## src/rtl/seq_det_pkg.sv

```systemverilog
// rtl/seq_det_pkg.sv - shared constants and saturating helper for the sequence detector
package seq_det_pkg;

    localparam logic [3:0] DEFAULT_PATTERN = 4'b1010;

    function automatic longint unsigned sat_inc(input longint unsigned value,
                                                input longint unsigned limit);
        return (value >= limit) ? limit : value + 64'd1;
    endfunction

endpackage

```

## src/rtl/seq_match_counter.sv

```systemverilog
// rtl/seq_match_counter.sv - saturating match counter with synchronous clear
module seq_match_counter
    import seq_det_pkg::*;
#(
    parameter int unsigned CNT_W = 8
) (
    input  logic             i_clock,
    input  logic             i_reset,
    input  logic             i_inc,
    input  logic             i_clear,
    output logic [CNT_W-1:0] o_count
);

    localparam longint unsigned CNT_MAX = (64'd1 << CNT_W) - 64'd1;

    logic [CNT_W-1:0] cnt_q;
    logic [CNT_W-1:0] cnt_d;

    always_comb begin
        cnt_d = cnt_q;
        if (i_clear) begin
            cnt_d = '0;
        end else if (i_inc) begin
            cnt_d = CNT_W'(sat_inc(64'(cnt_q), CNT_MAX));
        end
    end

    always_ff @(posedge i_clock or posedge i_reset) begin
        if (i_reset) begin
            cnt_q <= '0;
        end else begin
            cnt_q <= cnt_d;
        end
    end

    assign o_count = cnt_q;

endmodule

```

## src/rtl/seq_detector_param.sv

```systemverilog
// rtl/seq_detector_param.sv - parametrised serial pattern detector, Mealy/Moore and overlap selectable
module seq_detector_param
    import seq_det_pkg::*;
#(
    parameter int unsigned      PAT_W   = 4,
    parameter logic [PAT_W-1:0] PATTERN = PAT_W'(DEFAULT_PATTERN),
    parameter int unsigned      CNT_W   = 8
) (
    input  logic             i_clock,
    input  logic             i_reset,
    input  logic             i_valid,
    input  logic             i_bit,
    input  logic             i_overlap,
    input  logic             i_moore,
    input  logic             i_clear,
    output logic             o_match,
    output logic [CNT_W-1:0] o_count
);

    localparam int unsigned        FILL_W   = $clog2(PAT_W + 1);
    localparam logic [FILL_W-1:0]  FILL_MAX = FILL_W'(PAT_W);
    localparam logic [FILL_W-1:0]  FILL_THR = FILL_W'(PAT_W - 1);

    logic [PAT_W-1:0]  hist_q, hist_d;
    logic [FILL_W-1:0] fill_q, fill_d;
    logic              mreg_q, mreg_d;
    logic [PAT_W-1:0]  cand;
    logic              hit;

    // Fill gating keeps the reset-value zeros in hist from ever forming a match.
    assign cand = {hist_q[PAT_W-2:0], i_bit};
    assign hit  = i_valid && (fill_q >= FILL_THR) && (cand == PATTERN);

    always_comb begin
        hist_d = hist_q;
        fill_d = fill_q;
        mreg_d = hit;
        if (i_clear) begin
            hist_d = '0;
            fill_d = '0;
            mreg_d = 1'b0;
        end else if (i_valid) begin
            hist_d = cand;
            if (hit && !i_overlap) begin
                fill_d = '0;
            end else begin
                fill_d = FILL_W'(sat_inc(64'(fill_q), 64'(FILL_MAX)));
            end
        end
    end

    always_ff @(posedge i_clock or posedge i_reset) begin
        if (i_reset) begin
            hist_q <= '0;
            fill_q <= '0;
            mreg_q <= 1'b0;
        end else begin
            hist_q <= hist_d;
            fill_q <= fill_d;
            mreg_q <= mreg_d;
        end
    end

    seq_match_counter #(
        .CNT_W (CNT_W)
    ) u_counter (
        .i_clock (i_clock),
        .i_reset (i_reset),
        .i_inc   (hit && !i_clear),
        .i_clear (i_clear),
        .o_count (o_count)
    );

    assign o_match = i_moore ? mreg_q : hit;

endmodule

```

## config.mk

```make
export PLATFORM = sky130hd
export DESIGN_NAME = seq_detector_param
export DESIGN_NICKNAME = d
export VERILOG_FILES = /design/src/rtl/seq_det_pkg.sv /design/src/rtl/seq_match_counter.sv /design/src/rtl/seq_detector_param.sv
export SDC_FILE = /design/constraint.sdc
export NUM_CORES = 1
export LEC_CHECK = 0
export CORE_MARGIN = 4
export CORE_UTILIZATION = 53
export DETAILED_ROUTE_END_ITERATION = 16
export GPL_TIMING_DRIVEN = 0
export PLACE_DENSITY = 0.81
export SETUP_SLACK_MARGIN = 0.5
export SYNTH_ARGS = -nofsm -noshare
export SYNTH_HDL_FRONTEND = slang
export SYNTH_SLANG_ARGS = --single-unit
```

## constraint.sdc

```tcl
create_clock -name i_clock -period 4.4 [get_ports i_clock]
set_clock_uncertainty 0.05 [all_clocks]
set_input_delay 0.44 -clock i_clock [delete_from_list [all_inputs] [get_ports i_clock]]
set_output_delay 0.44 -clock i_clock [all_outputs]
set_load 0.1 [all_outputs]
```

Word level (Yosys, flattened, before mapping)

Cells that the tools add are included.

Register bits after elaboration: 15
Input bits: 7
Word-level logic and storage cells: 29

$add $sub $neg: 2
Magnitude comparators: 3
Equality and inequality tests: 1
Mux-type cells: 11
Reduce and logical (&&, ||, !) cells: 8

Operators with widths:

| operator                                                          | number |
|---|---|
| 2-to-1 mux 8 bit                                                  | 3 |
| 2-to-1 mux 3 bit                                                  | 6 |
| adder 8 x 1 -> 8 bit, second input constant                       | 1 |
| greater-or-equal comparator 8 bit, second input constant          | 1 |
| == test 4 bit, second input constant                              | 1 |
| logical AND 1 bit                                                 | 4 |
| nonzero test 2 bit                                                | 2 |
| adder 3 x 1 -> 3 bit, second input constant                       | 1 |
| greater-or-equal comparator 3 x 2 -> 1 bit, second input constant | 1 |
| greater-or-equal comparator 3 bit, second input constant          | 1 |
| zero test 1 bit                                                   | 2 |
| 2-to-1 mux 1 bit                                                  | 2 |

Depth between registers and ports, before layout

Depth after elaboration: 7
Gate-level depth with buffers: 7

By module

From an unflattened synthesis, not the netlist that was laid out.

Cell total of the unflattened synthesis: 80
Area, all modules: 838.3 um^2

By module, submodules not included:

| module             | instances | cells an instance | area each (um^2) |
|---|---|---|---|
| seq_match_counter  | 1         | 40                | 439.2 |
| seq_detector_param | 1         | 40                | 399.1 |

Least setup slack after synthesis

No wires, ideal clock.

Path kind: input -> output
Start point: input i_valid
End point: output o_match
Data arrival time: 3,305 ps
Required time: 3,910 ps
Path slack: 605 ps
Cell stages on the path: 5
Path through: buf_6 -> nand4bb_4 -> or3_1 -> buf_6 -> o21ai_0

Cells in the longest elaborated chain, start to end: 3

RTL lines:

| item                            | line                     | RTL |
|---|---|---|
| start, declared                 | seq_detector_param.sv:11 | `input logic i_valid,` |
| logical AND 1 bit (2 in series) | seq_detector_param.sv:32 | `assign hit = i_valid && (fill_q >= FILL_THR) && (cand == PATTERN);` |
| 2-to-1 mux 1 bit                | seq_detector_param.sv:74 | `assign o_match = i_moore ? mreg_q : hit;` |
| end, declared                   | seq_detector_param.sv:16 | `output logic o_match,` |

No other way between the ends.

Worst setup path in the final report

Start point: input i_bit
End point: output o_match

Cells in the longest elaborated chain, start to end: 3

RTL lines:

| item              | line                     | RTL |
|---|---|---|
| start, declared   | seq_detector_param.sv:12 | `input logic i_bit,` |
| == test 4 bit     | seq_detector_param.sv:32 |  |
| logical AND 1 bit | seq_detector_param.sv:32 |  |
| 2-to-1 mux 1 bit  | seq_detector_param.sv:74 |  |

No other way between the ends.

==> impl_metrics.csv <==
group,metric,value,unit
clocking,cts_hold_buf,0,
setup_path,worstSetupStartpointType,"input port",
setup_path,crit_type,"in2out",
setup_path,rr_startpoint,"fill_q[1]",
sta,setup_viol,0,
setup_path,arrival,2940,ps
setup_path,crit_start,"i_bit",
hold_path,hp-start,"i_valid",
detailed_routing,avgRoutedWirePerCell,14.2,microns
detailed_routing,dr.pass1.iters,4,
floorplan,core_area,1510,sq um
final_layout,n_fill_cell,122,
detailed_routing,route.met3.wl,107,microns
flow_run,maxCapViolations,0,
clocking,cts_inserted_buffers,3,
pwr,ir_worst_vdd,181,uV
sta,slew_headroom,0.354,
clocking,cts_root_buffer,"clkbuf_4",
floorplan,fp.dieArea,2280,sq um
logic_synthesis,yosys.area_share.adder,0.0597,
logic_synthesis,muxShareOfSynthArea,0.0358,
logic_synthesis,yosys_warnings,0,
logic_synthesis,synth_fp_nets,94,
global_route,first_global_vias,623,
final_layout,final_common_cell,"dfrtp_1",
sta,rsz0062_at_grt,"no",
sta,timing.fmax,292,MHz
sta,hold_violations,0,
logic_synthesis,synth_area_leaders,"dfrtp_1 45%, ha_1 6.0%, nor2_1 4.9%, nor3_1 4.8%, mux2i_1 3.6%",
logic_synthesis,synth_compound_area_frac,0.121,
final_layout,drive_gt1_frac,0.0900,
setup_path,path_depth,6,
clocking,cts_tree,"yes",
logic_synthesis,synthFlopType,"dfrtp_1",
detailed_routing,vias,692,
setup_path,path_cells,"clkdlybuf4s50_1, nand4bb_4, or3_1, buf_6, o21ai_0, clkdlybuf4s50_1",
sta,setup_tns,0,ps
place,dpl.hpwl,1220,microns
pwr,finalPower,0.247,mW
global_route,grt_start_max_net_pins,16,
pwr,total_leakage_power,0.435,nW
setup_path,path_delay_family,"buffers and inverters",
floorplan,dieHeight,47.8,microns
setup_path,rr_worst_depth,7,
detailed_routing,met2_length,755,microns
floorplan,boundaryPins,16,
clocking,cts_sinks,15,
logic_synthesis,ys_types,26,
logic_synthesis,synth_edf_count,0,
final_layout,area_delta_synth_final,21.0,%
setup_path,crit_top_cell,"clkdlybuf4s50_1",
detailed_routing,highest_layer,"met4",
hold_path,hold-path-endpoint,"fill_q[1]",
sta,setup_ws,970,ps
global_route,gr-total-overflow,0,
setup_path,worstPathMaxFanout,8,
clocking,ctsResizeCount,0,
hold_path,holdPathStages,2,
status,outcome,"finished, final reports clean",
logic_synthesis,avgSynthCellArea,10.1,sq um
global_route,grt_pass1_wl,2690,microns
detailed_routing,drtAntennaViolNets,0,
clocking,clock_path_buffers,2,
sta,worstMarginPinSlew,966,ps
setup_path,cp-end-kind,"output port",
logic_synthesis,syn_inst,83,
floorplan,num_rows,14,
logic_synthesis,async_flop_share,1.00,
sta,post-route-min-period,3430,ps
pwr,power_density,243,nW/um^2
place,post-place-ws,967,ps
detailed_routing,initialDrtViolationCount,25,
setup_path,max_stage_delay,1150,ps
clocking,cts_setup_buffers,0,
clocking,h-tree-depth,1,
hold_path,hp-class,"in2reg",
setup_path,required,3910,ps
logic_synthesis,yosys.area_share.simple,0.260,
global_route,track_usage,0.166,
logic_synthesis,synth_top_family_by_area,"simple AND/OR/NAND/NOR gates",
setup_path,path_buf_inv,3,
setup_path,crit_path_top_delay_cell,"clkdlybuf4s50_1",
final_layout,nets,112,
detailed_routing,drt_drc_violations_left,0,
logic_synthesis,netlist_area,838,sq um
logic_synthesis,netlist.top_cell.by_area,"dfrtp_1",
logic_synthesis,synth_top_area_share,0.448,
floorplan,start_util,0.556,
final_layout,final_cell_mix,"15 x dfrtp_1, 13 x clkdlybuf4s50_1, 11 x nor2_1",
sta,hold_slack,355,ps
logic_synthesis,yosysSeqAreaShare,0.448,
clocking,clk_latency,280,ps
logic_synthesis,synth_xor_area_frac,0,
logic_synthesis,ys_ff_latch,15,
clocking,cts.clk_slew.worst_paths,100,ps
detailed_routing,met1_length,760,microns
place,gp_congestion,0.867,
floorplan,fp.dieW,47.8,microns
global_route,antenna_found_initial,0,
final_layout,diodes,0,
setup_path,reg2reg_slack,2520,ps
place,io_buffers,13,
sta,post-route-period-util,0.779,
detailed_routing,routed_via_density,5.97,
setup_path,r2r_end,"u_counter.o_count[0]",
sta,maxSlewViolCount,0,
detailed_routing,postRouteWirelength,1650,microns
-- sequential cells by signal, indices dropped and copies added, names as in the netlist --
signal,cells
hist_q,3
u_counter.o_count,8
mreg_q,1
fill_q,3
-- where the power goes --
group,total [mW],internal (mW),leakage [nW],switching (mW)
logic,0.0226,0.00958,0.213,0.0130
registers,0.143,0.141,0.207,0.00283
clock network,0.0808,0.0352,0.0150,0.0457
total,0.247,0.185,0.435,0.0615
-- kinds of logic (layout without fill, tap and decap cells) --
| kind of cell | after synthesis | in the layout |
|---|---|---|
| buf+inv | 13 | 30 |
| mux | 3 | 3 |
| compound gates | 14 | 14 |
| fa+ha+maj | 4 | 4 |
| flops | 15 | 15 |
| simple gates | 34 | 34 |
-- Yosys cell counts (all sizes together) (3+ instances only) --
master   n
nor2    11
a211oi   3
dfrtp   15
mux2i    3
a21oi    3
clkbuf   3
a31oi    3
inv      8
nor3     8
ha       4
-- cell type report --
class | count | area, sq um | share of cell area
multi-input cells | 55 | 399 | 0.393
flip-flops and latches | 15 | 375 | 0.370
repair buffers | 13 | 130 | 0.128
plain buffers | 5 | 33.8 | 0.0333
inverters | 8 | 30.0 | 0.0296
clock buffers | 4 | 26.3 | 0.0259
well taps | 16 | 20.0 | 0.0197
-- stage by stage --
stage / cells / instance area [sq um] / utilization
2_1_floorplan: 83 / 838 / -
3_3_place_gp: 112 / 988 / 0.656
3_5_place_dp: 112 / 988 / 0.656
4_1_cts: 116 / 1010 / 0.674
5_1_grt: 116 / 1010 / 0.674
6_report: 116 / 1010 / 0.674
-- metal layers --
layer	track usage	up-vias
li1	-	333
met3	0.0489	4
met1	0.227	332
met2	0.248	23
met5	0	-
met4	0.0645	0
-- worst max path at each step --
stage	endpoint	slack, ps
after floorplan	o_match	610
after global placement	o_match	990
after detailed placement	o_match	970
after CTS	o_match	970
after global routing	o_match	910
final	o_match	970
Note: power is estimated with default switching activity, not from simulation.
